File: src/rtl/med_pkg.sv
// Shared types and constants for the median sequencing controller.
package med_pkg;

    typedef enum logic [1:0] {
        IDLE = 2'd0,
        LOAD = 2'd1,
        SORT = 2'd2,
        DONE = 2'd3
    } state_t;

    localparam int NB_DEF    = 9;
    localparam int NPASS_DEF = 5;

    // Cycles from the first DSI sample to the DSO pulse for an nb-sample window.
    function automatic int lat(input int nb);
        return nb + ((nb + 1) / 2 - 1) * nb + (nb - (nb + 1) / 2);
    endfunction

endpackage

File: src/rtl/med_ctrl.sv
// Load/sort sequencer for the 9-tap median datapath (DSI_MED/BYP control, DSO strobe).
// Optional ERR output for protocol violations: define MED_CTRL_PROTO_CHECK_EN.
module med_ctrl
    import med_pkg::*;
#(
    parameter int NB = NB_DEF
)(
    input  logic CLK,
    input  logic nRST,
    input  logic DSI,
    output logic DSI_MED,
    output logic BYP,
    output logic DSO,
    output logic BUSY
`ifdef MED_CTRL_PROTO_CHECK_EN
    ,
    output logic ERR
`endif
);

    localparam int NPASS = (NB + 1) / 2;
    localparam int PW    = (NPASS > 1) ? $clog2(NPASS) : 1;
    localparam int CW    = $clog2(NB);

    localparam logic [CW-1:0] C_LAST  = CW'(NB - 1);
    localparam logic [CW-1:0] C_FINAL = CW'(NB - NPASS - 1);
    localparam logic [PW-1:0] P_LAST  = PW'(NPASS - 1);

    state_t          r_state;
    logic [CW-1:0]   r_c;
    logic [PW-1:0]   r_p;
    logic            r_dso;
    logic            r_busy;

    state_t          w_state_nxt;
    logic [CW-1:0]   w_c_nxt;
    logic [PW-1:0]   w_p_nxt;
    logic [CW-1:0]   w_cmp_len;

`ifdef MED_CTRL_PROTO_CHECK_EN
    logic            r_err;
    logic            w_err_evt;
`endif

    always_comb begin
        w_state_nxt = r_state;
        w_c_nxt     = r_c;
        w_p_nxt     = r_p;
        w_cmp_len   = C_LAST - CW'(r_p);
        DSI_MED     = 1'b0;
        BYP         = 1'b1;
`ifdef MED_CTRL_PROTO_CHECK_EN
        w_err_evt   = 1'b0;
`endif
        case (r_state)
            IDLE, DONE: begin
                DSI_MED = DSI;
                w_p_nxt = '0;
                if (DSI) begin
                    w_state_nxt = LOAD;
                    w_c_nxt     = CW'(1);
                end else begin
                    w_state_nxt = IDLE;
                    w_c_nxt     = '0;
                end
            end
            LOAD: begin
                DSI_MED = DSI;
                if (DSI) begin
                    if (r_c == C_LAST) begin
                        w_state_nxt = SORT;
                        w_c_nxt     = '0;
                        w_p_nxt     = '0;
                    end else begin
                        w_c_nxt = r_c + CW'(1);
                    end
                end else begin
                    // Short burst: the partial window in the datapath is abandoned.
                    w_state_nxt = IDLE;
                    w_c_nxt     = '0;
                    w_p_nxt     = '0;
`ifdef MED_CTRL_PROTO_CHECK_EN
                    w_err_evt   = 1'b1;
`endif
                end
            end
            SORT: begin
                BYP = (r_c < w_cmp_len) ? 1'b0 : 1'b1;
`ifdef MED_CTRL_PROTO_CHECK_EN
                w_err_evt = DSI;
`endif
                if (r_p == P_LAST) begin
                    // Final pass stops once the running max is the median; no bypass tail.
                    if (r_c == C_FINAL) begin
                        w_state_nxt = DONE;
                        w_c_nxt     = '0;
                        w_p_nxt     = '0;
                    end else begin
                        w_c_nxt = r_c + CW'(1);
                    end
                end else if (r_c == C_LAST) begin
                    w_c_nxt = '0;
                    w_p_nxt = r_p + PW'(1);
                end else begin
                    w_c_nxt = r_c + CW'(1);
                end
            end
            default: begin
                w_state_nxt = IDLE;
                w_c_nxt     = '0;
                w_p_nxt     = '0;
            end
        endcase
    end

    always_ff @(posedge CLK or negedge nRST) begin
        if (!nRST) begin
            r_state <= IDLE;
            r_c     <= '0;
            r_p     <= '0;
            r_dso   <= 1'b0;
            r_busy  <= 1'b0;
`ifdef MED_CTRL_PROTO_CHECK_EN
            r_err   <= 1'b0;
`endif
        end else begin
            r_state <= w_state_nxt;
            r_c     <= w_c_nxt;
            r_p     <= w_p_nxt;
            r_dso   <= (w_state_nxt == DONE);
            r_busy  <= (w_state_nxt == LOAD) || (w_state_nxt == SORT);
`ifdef MED_CTRL_PROTO_CHECK_EN
            r_err   <= r_err | w_err_evt;
`endif
        end
    end

    assign DSO  = r_dso;
    assign BUSY = r_busy;
`ifdef MED_CTRL_PROTO_CHECK_EN
    assign ERR  = r_err;
`endif

endmodule

File: config.mk
export PLATFORM = sky130hd
export DESIGN_NAME = med_ctrl
export DESIGN_NICKNAME = d
export VERILOG_FILES = /design/src/rtl/med_pkg.sv /design/src/rtl/med_ctrl.sv
export SDC_FILE = /design/constraint.sdc
export NUM_CORES = 1
export LEC_CHECK = 0
export BUFFER_PORTS_ARGS = -buffer_cell sky130_fd_sc_hd__buf_2
export CORE_MARGIN = 2
export CORE_UTILIZATION = 40
export CTS_CLUSTER_DIAMETER = 80
export DETAILED_ROUTE_END_ITERATION = 7
export PLACE_DENSITY = 0.62
export SLEW_MARGIN = 30
export SYNTH_ARGS = -nofsm -noshare
export SYNTH_HDL_FRONTEND = slang
export SYNTH_SLANG_ARGS = --single-unit
File: constraint.sdc
create_clock -name CLK -period 6.09 [get_ports CLK]
set_clock_uncertainty 0.1 [all_clocks]
set_input_delay 0.9135 -clock CLK [delete_from_list [all_inputs] [get_ports CLK]]
set_output_delay 0.9135 -clock CLK [all_outputs]
set_load 0.03 [all_outputs]
==> metrics.md <==
| Metric | Value |
|---|---|
| DRC Markers | `0` |
| Most frequent cells in the layout | `dfrtp_1, ha_1, inv_1` |
| Vias in the first global route | `476` |
| Setup bufs post-CTS | `0` |
| Die Y | `around 46 um` |
| Pwr per Cell Area | `261.8 mW/mm^2` |
| Routability cong. | `0.7776` |
| Unrepaired setup endpoints after global routing | `no` |
| TritonRoute pass-1 iters | `4` |
| Hold-fix buffers at CTS | `0` |
| Cells after Synth | `70` |
| Area of the multi-input gates | `396.6 sq um` |
| FILL cells | `175` |
| Wire length per cell after detailed routing | `12.29 um` |
| Setup TNS | `0 ns` |
| 1st-iter DRT viols | `4` |
| Critical Path Start | `r_p[0]` |
| Worst IR Drop VDD | `approximately 0.13 mV` |
| Via count | `515` |
| Required @ worst endpoint | `about 5.1 ns` |
| Largest net degree at the start of global routing | `12` |
| Antenna Diode Count | `0` |
| Core Util, Final | `0.4659` |
| Period minus WS final | `3.126 ns` |
| CTS tree | `built` |
| IO Port Bufs | `6` |
| Post-synthesis register bit count | `11` |
| Crit Path Max Fanout | `4` |
| Kind of critical path | `flip-flop to output pin` |
| Slew @ Worst Pin | `0.4107 ns` |
| Buf/Inv on CP | `3` |
| Clock Latency Late Sink | `0.26 ns` |
| WL final | `around 1200 um` |
| Top delay family on crit path | `compound AO/OA/AOI/OAI gates` |
| Row count | `15` |
| Die width | `roughly 46 um` |
| Biggest cell delay along the critical path | `0.38 ns` |
| Post-synthesis sequential area ratio | `0.3880` |
| Gr usage total | `0.1426` |
| Register area | `275.3 sq um` |
| Initial Util | `0.4200` |
| Worst Setup Start Kind | `flip-flop` |
| GRT overflow | `0` |
| Initial antenna violation count | `0` |
| Core area | `0.001689 sq mm` |
| Clk buf depth | `2` |
| CP Cell Sequence | `inv_1, ha_1, inv_1, ha_1, a21o_1, a21o_1, a211o_1, buf_2` |
| HPWL Detailed | `964.6 um` |
| Post-route ant nets | `0` |
| Worst reg2reg path startpoint | `r_p[0]` |
| Die ar. | `0.002127 sq mm` |
| Cell Area, Synth | `709.4 sq um` |
| # setup viols final | `0` |
| Clk root buf | `clkbuf_4` |
| Num ports | `7` |
| First-pass GRT wire length | `2049 um` |
| H-tree levels | `1` |
| Slew Limit Fails | `0` |
| Max Cap Viol | `0` |
| Reg clk slew, reported paths | `0.06 ns` |
| Clock Sinks | `11` |
| Synth Net Count | `84` |
| Crit-path slowest cell | `dfrtp_1` |
| Post-Syn Area per Cell | `10.13 sq um` |
| Status | `finished, final reports clean` |
| Post_cts resized | `0` |
| Fmax | `~320 MHz` |
| Layout cells sized above 1 | `0.1625` |
| Placed cells | `93` |
| CTS buffer count | `3` |
| Tcrit/Tclk final | `0.5132` |
| Final nets | `95` |
| Area Overhead vs Synth | `10.93%` |
| HP Class | `input pin to asynchronous set/reset pin` |
| Leakage power | `0.3769 nW` |
| Yosys warns | `0` |
| DR vias/cell | `5.309` |
| CP arrival | `2.11 ns` |
| Max_slew headroom | `0.7262` |
| Fin. Hold Viols | `0` |
| Post-route insts no fill | `a little under 100` |
| Worst Setup End Kind | `output pin` |
| Netlist cell types | `25` |
[final timing paths]
check                              to  slack, ns  cells past startpoint
max                               BYP       2.96                      8
min                            r_p[1]       0.40                      1
max reg2reg                      BUSY       4.23                      8
min reg2reg                    r_p[2]       0.43                      1
max in group asynchronous  r_state[0]       5.29                      1
min in group CLK               r_p[2]       0.43                      1
[layer usage]
layer / vias up / GRT usage / wire length [um]
li1: 264 / - / -
met1: 244 / 0.1907 / 615
met2: 5 / 0.2056 / 548
met3: 2 / 0.02353 / 17
met4: 0 / 0.1029 / 10
met5: - / 0 / 0
[cell type report]
type,instances,share of cell area
inverters,10,0.04769
multi-input cells,49,0.5040
flip-flops and latches,11,0.3498
well taps,17,0.02703
repair buffers,6,0.03816
clock buffers,4,0.03339
[synth_stat cells]
cell type | n | area share
a2111oi_4 | 1 | 0.039
a211o_1 | 1 | 0.012
a211oi_2 | 1 | 0.018
a21o_1 | 2 | 0.021
a21oi_1 | 6 | 0.042
a31oi_1 | 2 | 0.018
and3b_2 | 1 | 0.014
dfrtp_1 | 11 | 0.39
ha_1 | 11 | 0.19
inv_1 | 10 | 0.053
mux2i_1 | 1 | 0.014
nand2_1 | 3 | 0.016
nand2b_1 | 2 | 0.018
nand3_1 | 1 | 0.0070
nor2_1 | 2 | 0.011
nor2_2 | 1 | 0.0088
nor2b_1 | 2 | 0.018
nor3_1 | 3 | 0.021
nor3b_1 | 1 | 0.011
o21ai_0 | 2 | 0.014
o21bai_1 | 1 | 0.011
o22ai_1 | 1 | 0.0088
o31ai_1 | 1 | 0.011
or3_1 | 1 | 0.0088
xnor2_1 | 2 | 0.025
[worst register-to-register path: cells and delay by family, from the launching register on]
family	cells	cell delay [ns]
AOI/OAI and AO/OA	2	0.33
adders and majority gates	3	0.70
buffers and inverters	1	0.08
DFF	1	0.38
and+or+nand+nor	2	0.15
[cell families (layout without fill, tap and decap cells)]
| family | after synthesis | in the layout | synth area share |
|---|---|---|---|
| compound gates | 18 | 18 | 0.1940 |
| xor+xnor | 2 | 2 | 0.02470 |
| fa+ha+maj | 11 | 11 | 0.1940 |
| buf+inv | 10 | 20 | 0.05292 |
| flops | 11 | 11 | 0.3880 |
| mux | 1 | 1 | 0.01411 |
| simple gates | 17 | 17 | 0.1323 |
[power breakdown]
part           switching [mW]  leakage (nW)  internal [mW]
Clock                  0.0221        0.0150         0.0253
Combinational          0.0395         0.214         0.0279
Sequential            0.00782         0.148         0.0833
[metrics by stage]
stage / instance area [sq um] / total power, mW / hold slack [ns] / worst slack, ns
floorplan: 709.4 / 0.1439 / 0.3724 / 3.381
global placement: 760.7 / 0.1611 / 0.4532 / 3.276
detailed placement: 760.7 / 0.1611 / 0.4299 / 3.266
CTS: 787.0 / 0.2111 / 0.3962 / 2.937
global route: 787.0 / 0.2255 / 0.3977 / 2.823
finish: 787.0 / 0.2060 / 0.3999 / 2.964
[state kept, by name, summed over array words and instances (netlist names)]
register  flops
r_c           4
r_p           3
r_state       2
BUSY          1
DSO           1
(Power assumes the default switching activity.)
